$ cat src/rtl/alu_cmd_unit.sv
// ---------------------------------------------------------------------------
// alu_cmd_unit
// Command-driven ALU with a valid/ready handshake on both sides. Add/sub and
// the bitwise ops finish in one cycle. Logical shifts run one bit per cycle
// through a working register.
//
// Ports
//   clk, rst             clock, asynchronous active-high reset
//   req_valid/req_ready  command handshake (ready only while IDLE)
//   opcode, a, b         000 ADD, 001 XOR, 010 AND, 011 OR, 100 NOR,
//                        101 SLL, 110 SRL, 111 reserved (result 0)
//   cin, sub             carry-in for ADD; sub=1 selects a - b
//   rsp_valid/rsp_ready  response handshake (valid only in DONE)
//   result, cout         result and carry / no-borrow / last shifted-out bit
//   busy                 high whenever the unit is not IDLE
//   status               {overflow, negative, zero}; present only when
//                        ALU_CMD_STATUS_EN is defined
// ---------------------------------------------------------------------------
module alu_cmd_unit #(
    parameter int WIDTH = 32,
    parameter int SHW   = 5
) (
    input  logic             clk,
    input  logic             rst,
    input  logic             req_valid,
    output logic             req_ready,
    input  logic [2:0]       opcode,
    input  logic [WIDTH-1:0] a,
    input  logic [WIDTH-1:0] b,
    input  logic             cin,
    input  logic             sub,
    output logic             rsp_valid,
    input  logic             rsp_ready,
    output logic [WIDTH-1:0] result,
    output logic             cout,
    output logic             busy
`ifdef ALU_CMD_STATUS_EN
    ,
    output logic [2:0]       status
`endif
);

    localparam logic [2:0] OP_ADD = 3'b000;
    localparam logic [2:0] OP_XOR = 3'b001;
    localparam logic [2:0] OP_AND = 3'b010;
    localparam logic [2:0] OP_OR  = 3'b011;
    localparam logic [2:0] OP_NOR = 3'b100;
    localparam logic [2:0] OP_SLL = 3'b101;
    localparam logic [2:0] OP_SRL = 3'b110;

    typedef enum logic [1:0] {IDLE, SHIFT, DONE} state_t;

    state_t           state_reg, state_next;
    logic [WIDTH-1:0] result_reg, result_next;
    logic             cout_reg, cout_next;
    logic [SHW-1:0]   cnt_reg, cnt_next;
    logic             dir_reg, dir_next;     // 1 = shift right

    // Subtraction is a + ~b + 1, so cin only matters when sub=0.
    logic [WIDTH-1:0] b_op;
    logic             c_op;
    logic [WIDTH:0]   sum;
    logic [SHW-1:0]   shamt;

    assign b_op  = sub ? ~b : b;
    assign c_op  = sub ? 1'b1 : cin;
    assign sum   = {1'b0, a} + {1'b0, b_op} + {{WIDTH{1'b0}}, c_op};
    assign shamt = b[SHW-1:0];

`ifdef ALU_CMD_STATUS_EN
    logic [2:0] status_reg, status_next;
    logic       add_ovf;

    // Signed overflow: operands agree in sign but the sum does not.
    assign add_ovf = (a[WIDTH-1] == b_op[WIDTH-1]) && (sum[WIDTH-1] != a[WIDTH-1]);
    assign status  = status_reg;
`endif

    always_ff @(posedge clk or posedge rst) begin
        if (rst) begin
            state_reg  <= IDLE;
            result_reg <= '0;
            cout_reg   <= 1'b0;
            cnt_reg    <= '0;
            dir_reg    <= 1'b0;
`ifdef ALU_CMD_STATUS_EN
            status_reg <= 3'b000;
`endif
        end else begin
            state_reg  <= state_next;
            result_reg <= result_next;
            cout_reg   <= cout_next;
            cnt_reg    <= cnt_next;
            dir_reg    <= dir_next;
`ifdef ALU_CMD_STATUS_EN
            status_reg <= status_next;
`endif
        end
    end

    always_comb begin
        state_next  = state_reg;
        result_next = result_reg;
        cout_next   = cout_reg;
        cnt_next    = cnt_reg;
        dir_next    = dir_reg;

        case (state_reg)
            IDLE: begin
                if (req_valid) begin
                    state_next = DONE;
                    cout_next  = 1'b0;
                    cnt_next   = '0;
                    case (opcode)
                        OP_ADD: {cout_next, result_next} = sum;
                        OP_XOR: result_next = a ^ b;
                        OP_AND: result_next = a & b;
                        OP_OR:  result_next = a | b;
                        OP_NOR: result_next = ~(a | b);
                        OP_SLL, OP_SRL: begin
                            // Load the operand; a zero amount finishes as-is.
                            result_next = a;
                            dir_next    = (opcode == OP_SRL);
                            if (shamt != '0) begin
                                cnt_next   = shamt;
                                state_next = SHIFT;
                            end
                        end
                        default: result_next = '0;
                    endcase
                end
            end
            SHIFT: begin
                if (dir_reg) begin
                    result_next = result_reg >> 1;
                    cout_next   = result_reg[0];
                end else begin
                    result_next = result_reg << 1;
                    cout_next   = result_reg[WIDTH-1];
                end
                cnt_next = cnt_reg - SHW'(1);
                if (cnt_reg == SHW'(1)) begin
                    state_next = DONE;
                end
            end
            DONE: begin
                if (rsp_ready) begin
                    state_next = IDLE;
                end
            end
            default: state_next = IDLE;
        endcase
    end

`ifdef ALU_CMD_STATUS_EN
    // Flags follow whatever value is written into the result register.
    always_comb begin
        status_next = status_reg;
        if ((state_reg == IDLE && req_valid) || state_reg == SHIFT) begin
            status_next = {(state_reg == IDLE && opcode == OP_ADD) ? add_ovf : 1'b0,
                           result_next[WIDTH-1],
                           (result_next == '0)};
        end
    end
`endif

    assign req_ready = (state_reg == IDLE);
    assign rsp_valid = (state_reg == DONE);
    assign busy      = (state_reg != IDLE);
    assign result    = result_reg;
    assign cout      = cout_reg;

endmodule
$ cat config.mk
export PLATFORM = sky130hd
export DESIGN_NAME = alu_cmd_unit
export DESIGN_NICKNAME = d
export VERILOG_FILES = /design/src/rtl/alu_cmd_unit.sv
export SDC_FILE = /design/constraint.sdc
export NUM_CORES = 1
export LEC_CHECK = 0
export ABC_AREA = 1
export BUFFER_PORTS_ARGS = -buffer_cell sky130_fd_sc_hd__buf_2
export CELL_PAD_IN_SITES_DETAIL_PLACEMENT = 1
export CELL_PAD_IN_SITES_GLOBAL_PLACEMENT = 1
export CORE_ASPECT_RATIO = 1.25
export CORE_MARGIN = 10
export CORE_UTILIZATION = 42
export CTS_CLUSTER_SIZE = 8
export DETAILED_ROUTE_END_ITERATION = 6
export PLACE_DENSITY_LB_ADDON = 0.1
export SLEW_MARGIN = 20
export SYNTH_ARGS = -nofsm -noshare
export SYNTH_HDL_FRONTEND = slang
export SYNTH_SLANG_ARGS = --single-unit
$ cat constraint.sdc
create_clock -name clk -period 1.6 [get_ports clk]
set_input_delay 0.08 -clock clk [delete_from_list [all_inputs] [get_ports clk]]
set_output_delay 0.08 -clock clk [all_outputs]
set_load 0.005 [all_outputs]
==> out/results.ini, run 1 <==
[setup_path]
cpMaxStageDelayCell = a221oi_1
start_kind = register
path_delay_family = compound AO/OA/AOI/OAI gates
crit_chain = inv_1 -> nor2_4 -> inv_4 -> nor2_4 -> buf_4 -> a221oi_1 -> a21boi_1
max_stage_delay_ns = 0.85
crit_type = register to register
cp.required_ns = 1.67
endpoint_kind = register
critPathMostFrequentCell = nor2_4
worstPathArrival_ns = 2.70
cp_max_fo = 14
crit_buf_inv = 3

[sta]
rsz0062_at_grt = true
skew_ns = 0.0186
hold_viol = 0
fin_hold_ws_ns = 0.207
worst_pin_slew_ns = 1.40
maxSlewHeadroom_pct = 6.32
finalSetupViolCount = 39
finalCriticalPeriod_ns = 2.63
setup_ws_ns = -1.03
tns_ns = -19.70
fmax_ghz = 0.380
drv_slew = 0
finalCritPeriodShare_pct = 164

[synth]
synth-edff-count = 0
ys_warn_count = 0
synth_top_family_by_area = simple AND/OR/NAND/NOR gates
synthMuxAreaShare_pct = 0
synth_top_cell_area_share_pct = 18.9
synth_compound_area_share_pct = 18.0
ys_top_cells_by_area = nand2_1 19%, ha_1 16%, dfrtp_1 14%
synthSimpleGateAreaFrac_pct = 32.6
seq_area_frac_synth_pct = 13.9
synth-adder-area-share_pct = 17.0
synth_top_flop_cell = dfrtp_1
async_flop_share_pct = 100
synthXorXnorAreaFrac_pct = 3.93
synthCells = 1170
synth_seq_cells = 41
syn_nets = 1342
yosysMostFrequentCell = nand2_1
synthTopCellsByCount = 370 x nand2_1, 206 x inv_1, 97 x ha_1, 72 x nand3_1, 68 x nor2_1
synth_area_sq_um = 7360
synth.distinct_cells = 53
avgSynthCellArea_sq_um = 6.29
yosys.area.top_type = nand2_1

[clock_tree]
cts_sinks = 41
clk_latency_ns = 0.30
clockBufferDepth = 2
ctsHtreeMaxLevel = 2
numCtsBuffers = 5
cts_tree = done
root_buffer = clkbuf_16
clk_pin_slew_ns = 0.09

[die]
die_w_um = 138
fp.dieH_um = 168
initial_core_util_pct = 42.4
rows = 54
ios = 109
core_sq_um = 17400
dieArea_sq_um = 23200

[global_routing]
grt_use_met3_pct = 4.56
grt_pass1_vias = 10800
gr-usage-met1_pct = 29.7
overflow = 0
antenna_found_initial = 2
grtUsageTotal_pct = 30.6
grt_pass1_wl_um = 58000
grt_use_met2_pct = 56.2
grt_max_degree = 42
busiest_layer = met2

[cells_and_area]
drive_gt1_share_pct = 44.7
stdcell_count = 1685
post-route-util_pct = 64.9
num-nets-final = 1631
syn_to_final_growth_pct = 53.2
largest_register_ffs = 32
final.fill_count = 2244

[outcome]
status = complete, but fails checks
violations = setup timing

[power_and_ir_drop]
powerDensity_nw_per_um2 = 1110
p_clk_share_pct = 10.6
p_comb_share_pct = 70.7
leakage_nw = 6.04
ir_drop_mv = 0.602
p_int_w = 0.00592
p_switching_w = 0.00654
swShare_pct = 52.5
p_total_w = 0.0125
sequentialPowerShare_pct = 18.7

[drt]
drt_wl_total_um = 51400
avgViaCountPerCell = 6.51
final_antenna_net_count = 0
drt-pass1-iter-count = 5
drc = 0
first_iter_violations = 1161
drt-wirelength-per-cell_um = 30.5
num_vias = 11000

[worst_hold_path]
min_path_type = input pin to register

[place]
numPortBuffers = 108
gp_congestion = 0.953
dp_hpwl_um = 25500
dp_cells = 1647

[job]
drv_cap = 0

worst register-to-register path, delay by kind of cell (launching register included):
| family | cells | cell delay (ns) |
|---|---|---|
| AO/OA/AOI/OAI | 2 | 1.30 |
| buffers and inverters | 3 | 0.53 |
| flip-flops | 1 | 0.42 |
| AND/OR/NAND/NOR | 2 | 0.15 |
cells by family (layout without fill, tap and decap cells):
| family | Yosys count | in the layout |
|---|---|---|
| AND/OR/NAND/NOR | 569 | 569 |
| buffers and inverters | 254 | 544 |
| AO/OA/AOI/OAI | 174 | 174 |
| adder cells (fa/ha/maj) | 99 | 99 |
| flip-flops | 41 | 41 |
| XOR/XNOR | 33 | 33 |
| other | 0 | 1 |
metrics by stage:
step | instance area, sq um | worst slack (ns)
after detailed placement | 9500 | -0.857
after global placement | 9500 | -0.757
final | 11300 | -1.03
after CTS | 10500 | -0.322
after floorplan | 7450 | -0.492
after global routing | 11300 | -1.03
path summary, 6_finish.rpt:
path                         startpoint      endpoint  slack [ns]  cells after the start
max in group asynchronous           rst  state_reg[1]        0.61                      4
min reg2reg                  cnt_reg[2]    cnt_reg[2]        0.59                      2
max reg2reg                state_reg[0]     result[9]       -1.03                      7
min                           opcode[2]       dir_reg        0.21                      3
max                        state_reg[0]     result[9]       -1.03                      7
min in group asynchronous           rst       dir_reg        0.53                      4
power by group through the flow:
stage | registers (W) | logic, W | clock network, W
2_1_floorplan | 0.00205 | 0.00359 | 0
3_3_place_gp | 0.00217 | 0.00597 | 0
3_5_place_dp | 0.00219 | 0.00623 | 0
4_1_cts | 0.00220 | 0.00695 | 0.00124
5_1_grt | 0.00235 | 0.00916 | 0.00133
6_report | 0.00233 | 0.00881 | 0.00132
repair_timing:
| action | CTS | global route |
|---|---|---|
| setup buffers | 16 | 11 |
| hold buffers | 1 | 0 |
| setup endpoints to repair | 32 | 37 |
| pin swaps | 81 | 97 |
| endpoints found under the hold margin | 41 | 0 |
| gates cloned | 2 | 1 |
| resized for setup | 203 | 177 |
metal layers:
metal / wire length (um) / part of all wire (%)
met5: 0 / 0
met4: 6150 / 12
met3: 5260 / 10
met2: 24000 / 47
met1: 16000 / 31
cell type report:
type | count | area (sq um) | area share (%)
Antenna cell | 1 | 2.50 | 0.0222
Clock buffer | 7 | 143 | 1.27
Clock inverter | 1 | 30.0 | 0.267
Inverter | 215 | 830 | 7.36
Multi-Input combinational cell | 875 | 6530 | 58.0
Sequential cell | 41 | 1030 | 9.12
Tap cell | 224 | 280 | 2.49
Timing Repair Buffer | 321 | 2420 | 21.5
cells in the final DEF, fill, tap and decap left out, types with 8 or more instances in the layout:
cell	n
nor2_4	17
nand3_1	36
xor2_1	24
a21boi_1	11
xor2_2	8
o21ai_0	12
a21oi_1	11
a21oi_2	12
nand2_2	103
ha_1	88
or2_0	16
buf_2	106
nand3_4	8
nor2_1	33
inv_1	180
a221oi_2	8
buf_4	180
nand3_2	28
a2bb2oi_2	9
o211ai_1	14
buf_6	19
nand2_4	27
inv_2	29
a221oi_1	36
buf_12	11
dfrtp_1	40
nor2_2	24
o21ai_1	12
nand2_1	243
(Power assumes the default switching activity.)
==> run 2, diff against run 1 <==
Settings changed: CORE_UTILIZATION 42 to 45.
Clock period 1.6 ns to 3.3 ns, I/O delays scaled along.
==> out/results.ini, run 2 (synthesis results as in run 1) <==
[drt]
drt_wl_total_um = 28800  ; -44%
drt-wirelength-per-cell_um = 19.6  ; -36%
drt-pass1-iter-count = 7  ; +2
final_antenna_net_count = 0  ; unchanged
num_vias = 8243  ; -25%
avgViaCountPerCell = 5.61  ; -14%
first_iter_violations = 478  ; -59%
drc = 0  ; unchanged

[sta]
hold_viol = 0  ; unchanged
drv_slew = 0  ; unchanged
rsz0062_at_grt = false
fmax_ghz = 0.417
finalCritPeriodShare_pct = 72.7
worst_pin_slew_ns = 0.788  ; -0.609 ns
finalSetupViolCount = 0  ; -100%
finalCriticalPeriod_ns = 2.40
skew_ns = 0.00386  ; -0.0147 ns
tns_ns = 0  ; +19.70 ns
maxSlewHeadroom_pct = 47.3  ; +41 points
setup_ws_ns = 0.902  ; +1.93 ns

[place]
postPlaceCellArea_sq_um = 7980  ; -16%
gp_congestion = 0.930  ; -2.4%
numPortBuffers = 108  ; unchanged
dp_cells = 1462  ; -11%
dp_hpwl_um = 22800  ; -11%
dp_slack_ns = 0.639  ; +1.50 ns

[clock_tree]
root_buffer = clkbuf_16
ctsHtreeMaxLevel = 2  ; unchanged
cts_setup_buffers = 0  ; -16
clk_latency_ns = 0.29  ; about the same
numCtsBuffers = 5  ; unchanged
cts.repair.resized = 0  ; -100%
cts_tree = done
cts_hold_buf = 0  ; -1
cts_sinks = 41  ; unchanged
clk_pin_slew_ns = 0.06  ; -0.03 ns
clockBufferDepth = 2  ; unchanged

[global_routing]
antenna_found_initial = 0  ; -2
grtUsageTotal_pct = 25.7  ; -4.9 points
grt_max_degree = 42  ; unchanged
grt_pass1_vias = 8826  ; -18%
overflow = 0  ; unchanged
grt_pass1_wl_um = 45600  ; -21%

[die]
core_sq_um = 16100  ; -7.1%
fp.dieH_um = 163  ; -3.0%
dieArea_sq_um = 21900  ; -5.8%
rows = 52  ; -3.7%
ios = 109  ; unchanged
die_w_um = 134  ; -2.9%
initial_core_util_pct = 45.6  ; +3.2 points

[job]
drv_cap = 0  ; unchanged

[outcome]
status = completed

[cells_and_area]
final_cell_mix = 370 x nand2_1, 206 x inv_1, 108 x buf_2
fin_area_sq_um = 8120  ; -28%
syn_to_final_growth_pct = 10.4
drive_gt1_share_pct = 13.0  ; -32 points
stdcell_count = 1470  ; -13%
multi_input_area_sq_um = 5260  ; -19%
final.fill_count = 2318  ; +3.3%
largest_register_ffs = 32  ; unchanged
num-nets-final = 1425  ; -13%
ff_latch_area_sq_um = 1030  ; -0.12%
layout_commonest_cell = nand2_1
diodes = 0  ; -1

[setup_path]
max_stage_delay_ns = 0.46  ; -0.39 ns
path_delay_family = simple AND/OR/NAND/NOR gates
crit_type = input pin to register
crit_chain = buf_2 -> or2_2 -> fa_1 -> inv_1 -> fa_1 -> inv_1 -> nand3_1 -> nand3_1 -> nand3_1 -> nand3_1 -> nand2_1 -> nand2_1 -> nand2_1 -> nand3_1 -> nand2_1 -> nand2_1 -> a21boi_1
crit_buf_inv = 3  ; unchanged
cp_max_fo = 5  ; -9
endpoint_kind = register
cp.required_ns = 3.51  ; +1.84 ns
cpMaxStageDelayCell = fa_1
start_kind = input pin
worstPathArrival_ns = 2.61  ; -0.09 ns

[power_and_ir_drop]
leakage_nw = 4.64  ; -23%
powerDensity_nw_per_um2 = 512  ; -54%
ir_drop_mv = 0.275  ; -54%
p_total_w = 0.00415  ; -67%

[worst_hold_path]
min_path_type = input pin to asynchronous set/reset pin

## run 2: cell count changes in the layout (fill, tap and decap cells not counted), sizes merged
| cell | change |
|---|---|
| buf | -205 |
| clkinv | +2 |
| bufinv | -1 |
| clkbuf | -1 |
| diode | -1 |
| dlygate4sd3 | -1 |
## run 2: report_power, final
group | switching, W | total, W | internal, W
clock | 0.000209 | 0.000487 | 0.000278
combinational | 0.00157 | 0.00258 | 0.00101
sequential | 0.000323 | 0.00109 | 0.000765
total | 0.00210 | 0.00415 | 0.00206
## run 2: cell type report
type / count / share of cell area [%]
timing repair buffer: 115 / 7.46
clock inverter: 2 / 0.123
inverter: 215 / 10.0
multi-input combinational: 875 / 64.8
clock buffer: 6 / 1.59
sequential: 41 / 12.6
tap: 216 / 3.33
## run 2: tightest hold or removal path, stage by stage
cell and delay (ns):
buf_2 0.09, inv_1 0.04, buf_4 0.47
## run 2: worst paths after layout
check	startpoint	end	slack, ns	depth (start not counted)
setup reg to reg	state_reg[0]	result[15]	1.01	8
min in group clk	rsp_ready	state_reg[1]	0.19	4
max in group asynchronous	rst	result[4]	2.89	3
setup / recovery	sub	result[28]	0.90	17
hold reg to reg	dir_reg	dir_reg	0.58	2
hold / removal	rst	result[21]	0.02	3
## run 2: through the flow
step	hold slack, ns	utilization, %
global route	0.0718	50.3
finish	0.0202	50.3
CTS	0.0368	50.3
floorplan	0.329	-
global placement	0.338	49.4
detailed placement	0.345	49.4
## run 2: per-layer routing
| layer | vias to the layer above | wire [um] | track usage (%) |
|---|---|---|---|
| li1 | 3947 | - | - |
| met5 | - | 0 | 0 |
| met2 | 239 | 15700 | 51.5 |
| met3 | 72 | 1080 | 2.69 |
| met1 | 3985 | 11000 | 26.3 |
| met4 | 0 | 1100 | 9.91 |
==> run 3, diff against run 2 <==
Settings changed: CORE_UTILIZATION 45 to 42.
Clock period 3.3 ns to 2.4 ns, I/O delays scaled along.
==> out/results.ini, run 3 (synthesis results as in run 1) <==
[outcome]
status = completed

[place]
postPlaceCellArea_sq_um = 8480  ; +6.3%
numPortBuffers = 108  ; unchanged
gp_congestion = 0.892  ; -4.1%
dp_cells = 1529  ; +4.6%
dp_hpwl_um = 23300  ; +2.4%

[drt]
first_iter_violations = 479  ; +0.21%
drt-pass1-iter-count = 4  ; -3
final_antenna_net_count = 0  ; unchanged
avgViaCountPerCell = 5.37  ; -4.2%
drt_wl_total_um = 28600  ; -0.72%
drc = 0  ; unchanged
drt-wirelength-per-cell_um = 18.6  ; -5.1%
num_vias = 8264  ; +0.25%

[clock_tree]
clk_pin_slew_ns = 0.06  ; about the same
numCtsBuffers = 5  ; unchanged
cts_setup_buffers = 0  ; unchanged
ctsHtreeMaxLevel = 2  ; unchanged
clk_latency_ns = 0.29  ; about the same
clockBufferDepth = 2  ; unchanged
root_buffer = clkbuf_16
cts_tree = done
cts_sinks = 41  ; unchanged

[die]
rows = 54  ; +3.8%
core_sq_um = 17400  ; +7.6%
fp.dieH_um = 168  ; +3.1%
die_w_um = 138  ; +3.0%
dieArea_sq_um = 23200  ; +6.2%
initial_core_util_pct = 42.4  ; -3.2 points
ios = 109  ; unchanged

[cells_and_area]
final_cell_mix = 368 x nand2_1, 206 x inv_1, 108 x buf_2
largest_register_ffs = 32  ; unchanged
drive_gt1_share_pct = 17.6  ; +4.6 points
syn_to_final_growth_pct = 18.0
layout_commonest_cell = nand2_1
fin_area_sq_um = 8680  ; +6.9%
post-route-util_pct = 50.0  ; -0.32 points
num-nets-final = 1485  ; +4.2%
stdcell_count = 1538  ; +4.6%
diodes = 0  ; unchanged

[global_routing]
antenna_found_initial = 0  ; unchanged
grtUsageTotal_pct = 24.1  ; -1.6 points
grt_max_degree = 42  ; unchanged
overflow = 0  ; unchanged
grt_pass1_vias = 8778  ; -0.54%
grt_pass1_wl_um = 46300  ; +1.4%

[sta]
worst_pin_slew_ns = 0.642  ; -0.146 ns
fin_hold_ws_ns = 0.155  ; +0.135 ns
hold_viol = 0  ; unchanged
skew_ns = 0.00585  ; +0.00199 ns
maxSlewHeadroom_pct = 57.1  ; +9.8 points
finalCritPeriodShare_pct = 91.1
finalCriticalPeriod_ns = 2.19
drv_slew = 0  ; unchanged
tns_ns = 0  ; unchanged
finalSetupViolCount = 0  ; unchanged
fmax_ghz = 0.458

[power_and_ir_drop]
powerDensity_nw_per_um2 = 680  ; +33%
p_switching_w = 0.00284  ; +36%
sequentialPowerShare_pct = 25.0  ; -1.2 points
ir_drop_mv = 0.518  ; +88%
swShare_pct = 48.2  ; -2.3 points
p_clk_share_pct = 12.5  ; +0.8 points
p_comb_share_pct = 62.5  ; +0.4 points
p_int_w = 0.00306  ; +49%
leakage_nw = 4.97  ; +7.2%

[setup_path]
r2r_start = state_reg[0]
cp.required_ns = 2.60  ; -0.91 ns
crit_start = sub
worstPathArrival_ns = 2.39  ; -0.22 ns
cp_max_fo = 4  ; -1
endpoint_kind = register
crit_type = input pin to register
start_kind = input pin

[worst_hold_path]
min_from = rsp_ready
min_path_type = input pin to register

[job]
drv_cap = 0  ; unchanged

==> run 3: cell types whose count changed in the layout (fill, tap and decap cells not counted), sizes merged <==
cell,previous run,this run
clkbuf,6,7
buf,115,174
clkinv,2,1
dlygate4sd3,0,1
==> run 3: worst max-delay path, stage by stage <==
cell      delay (ns)
buf_2           0.13
buf_4           0.14
xor2_1          0.18
fa_2            0.25
inv_1           0.06
fa_1            0.39
inv_1           0.12
nand3_1         0.10
nand3_2         0.10
nand2_1         0.07
nand2_2         0.09
nand2_1         0.09
nand4_1         0.10
nand3_1         0.12
nand2_1         0.09
nand2_1         0.06
a21boi_1        0.17
==> run 3: path summary, 6_finish.rpt <==
path                       slack (ns)            to  cells past startpoint
max                              0.21    result[24]                     17
min                              0.15  state_reg[1]                      4
min in group asynchronous        0.52    result[25]                      4
max reg2reg                      0.59    result[19]                      7
max in group asynchronous        1.47    cnt_reg[1]                      4
min reg2reg                      0.54    cnt_reg[2]                      2
==> run 3: cell type report <==
class | count | area [sq um]
repair buffers | 175 | 1110
inverters | 215 | 815
fillers | 2447 | 8680
multi-input cells | 875 | 5290
well taps | 224 | 280
clock inverters | 1 | 5.00
clock buffers | 7 | 153
flip-flops and latches | 41 | 1030
==> run 3: through the flow <==
stage,total power [W],worst slack (ns)
4_1_cts,0.00592,0.113
3_5_place_dp,0.00517,-0.173
3_3_place_gp,0.00505,-0.158
5_1_grt,0.00643,-0.0129
6_report,0.00590,0.214
2_1_floorplan,0.00374,0.0330
==> run 3: timing repair <==
item / in CTS / in global routing
endpoints found under the hold margin: 18 / 0
setup endpoints to repair: 0 / 9
hold buffers: 1 / 0
gates resized for setup: 0 / 8
==> run 3: routing by layer <==
layer	wire (um)	vias up	global-route usage, %
li1	-	4060	-
met1	11500	4013	26.1
met2	15100	144	46.2
met3	829	47	2.67
met4	1200	0	10.2
met5	0	-	0
==> run 3: power groups by stage <==
stage	registers, W	logic [W]	clock network [W]
6_report	0.00148	0.00369	0.000738
5_1_grt	0.00152	0.00414	0.000773
4_1_cts	0.00147	0.00371	0.000741
3_5_place_dp	0.00148	0.00369	0
3_3_place_gp	0.00147	0.00358	0
2_1_floorplan	0.00137	0.00237	0
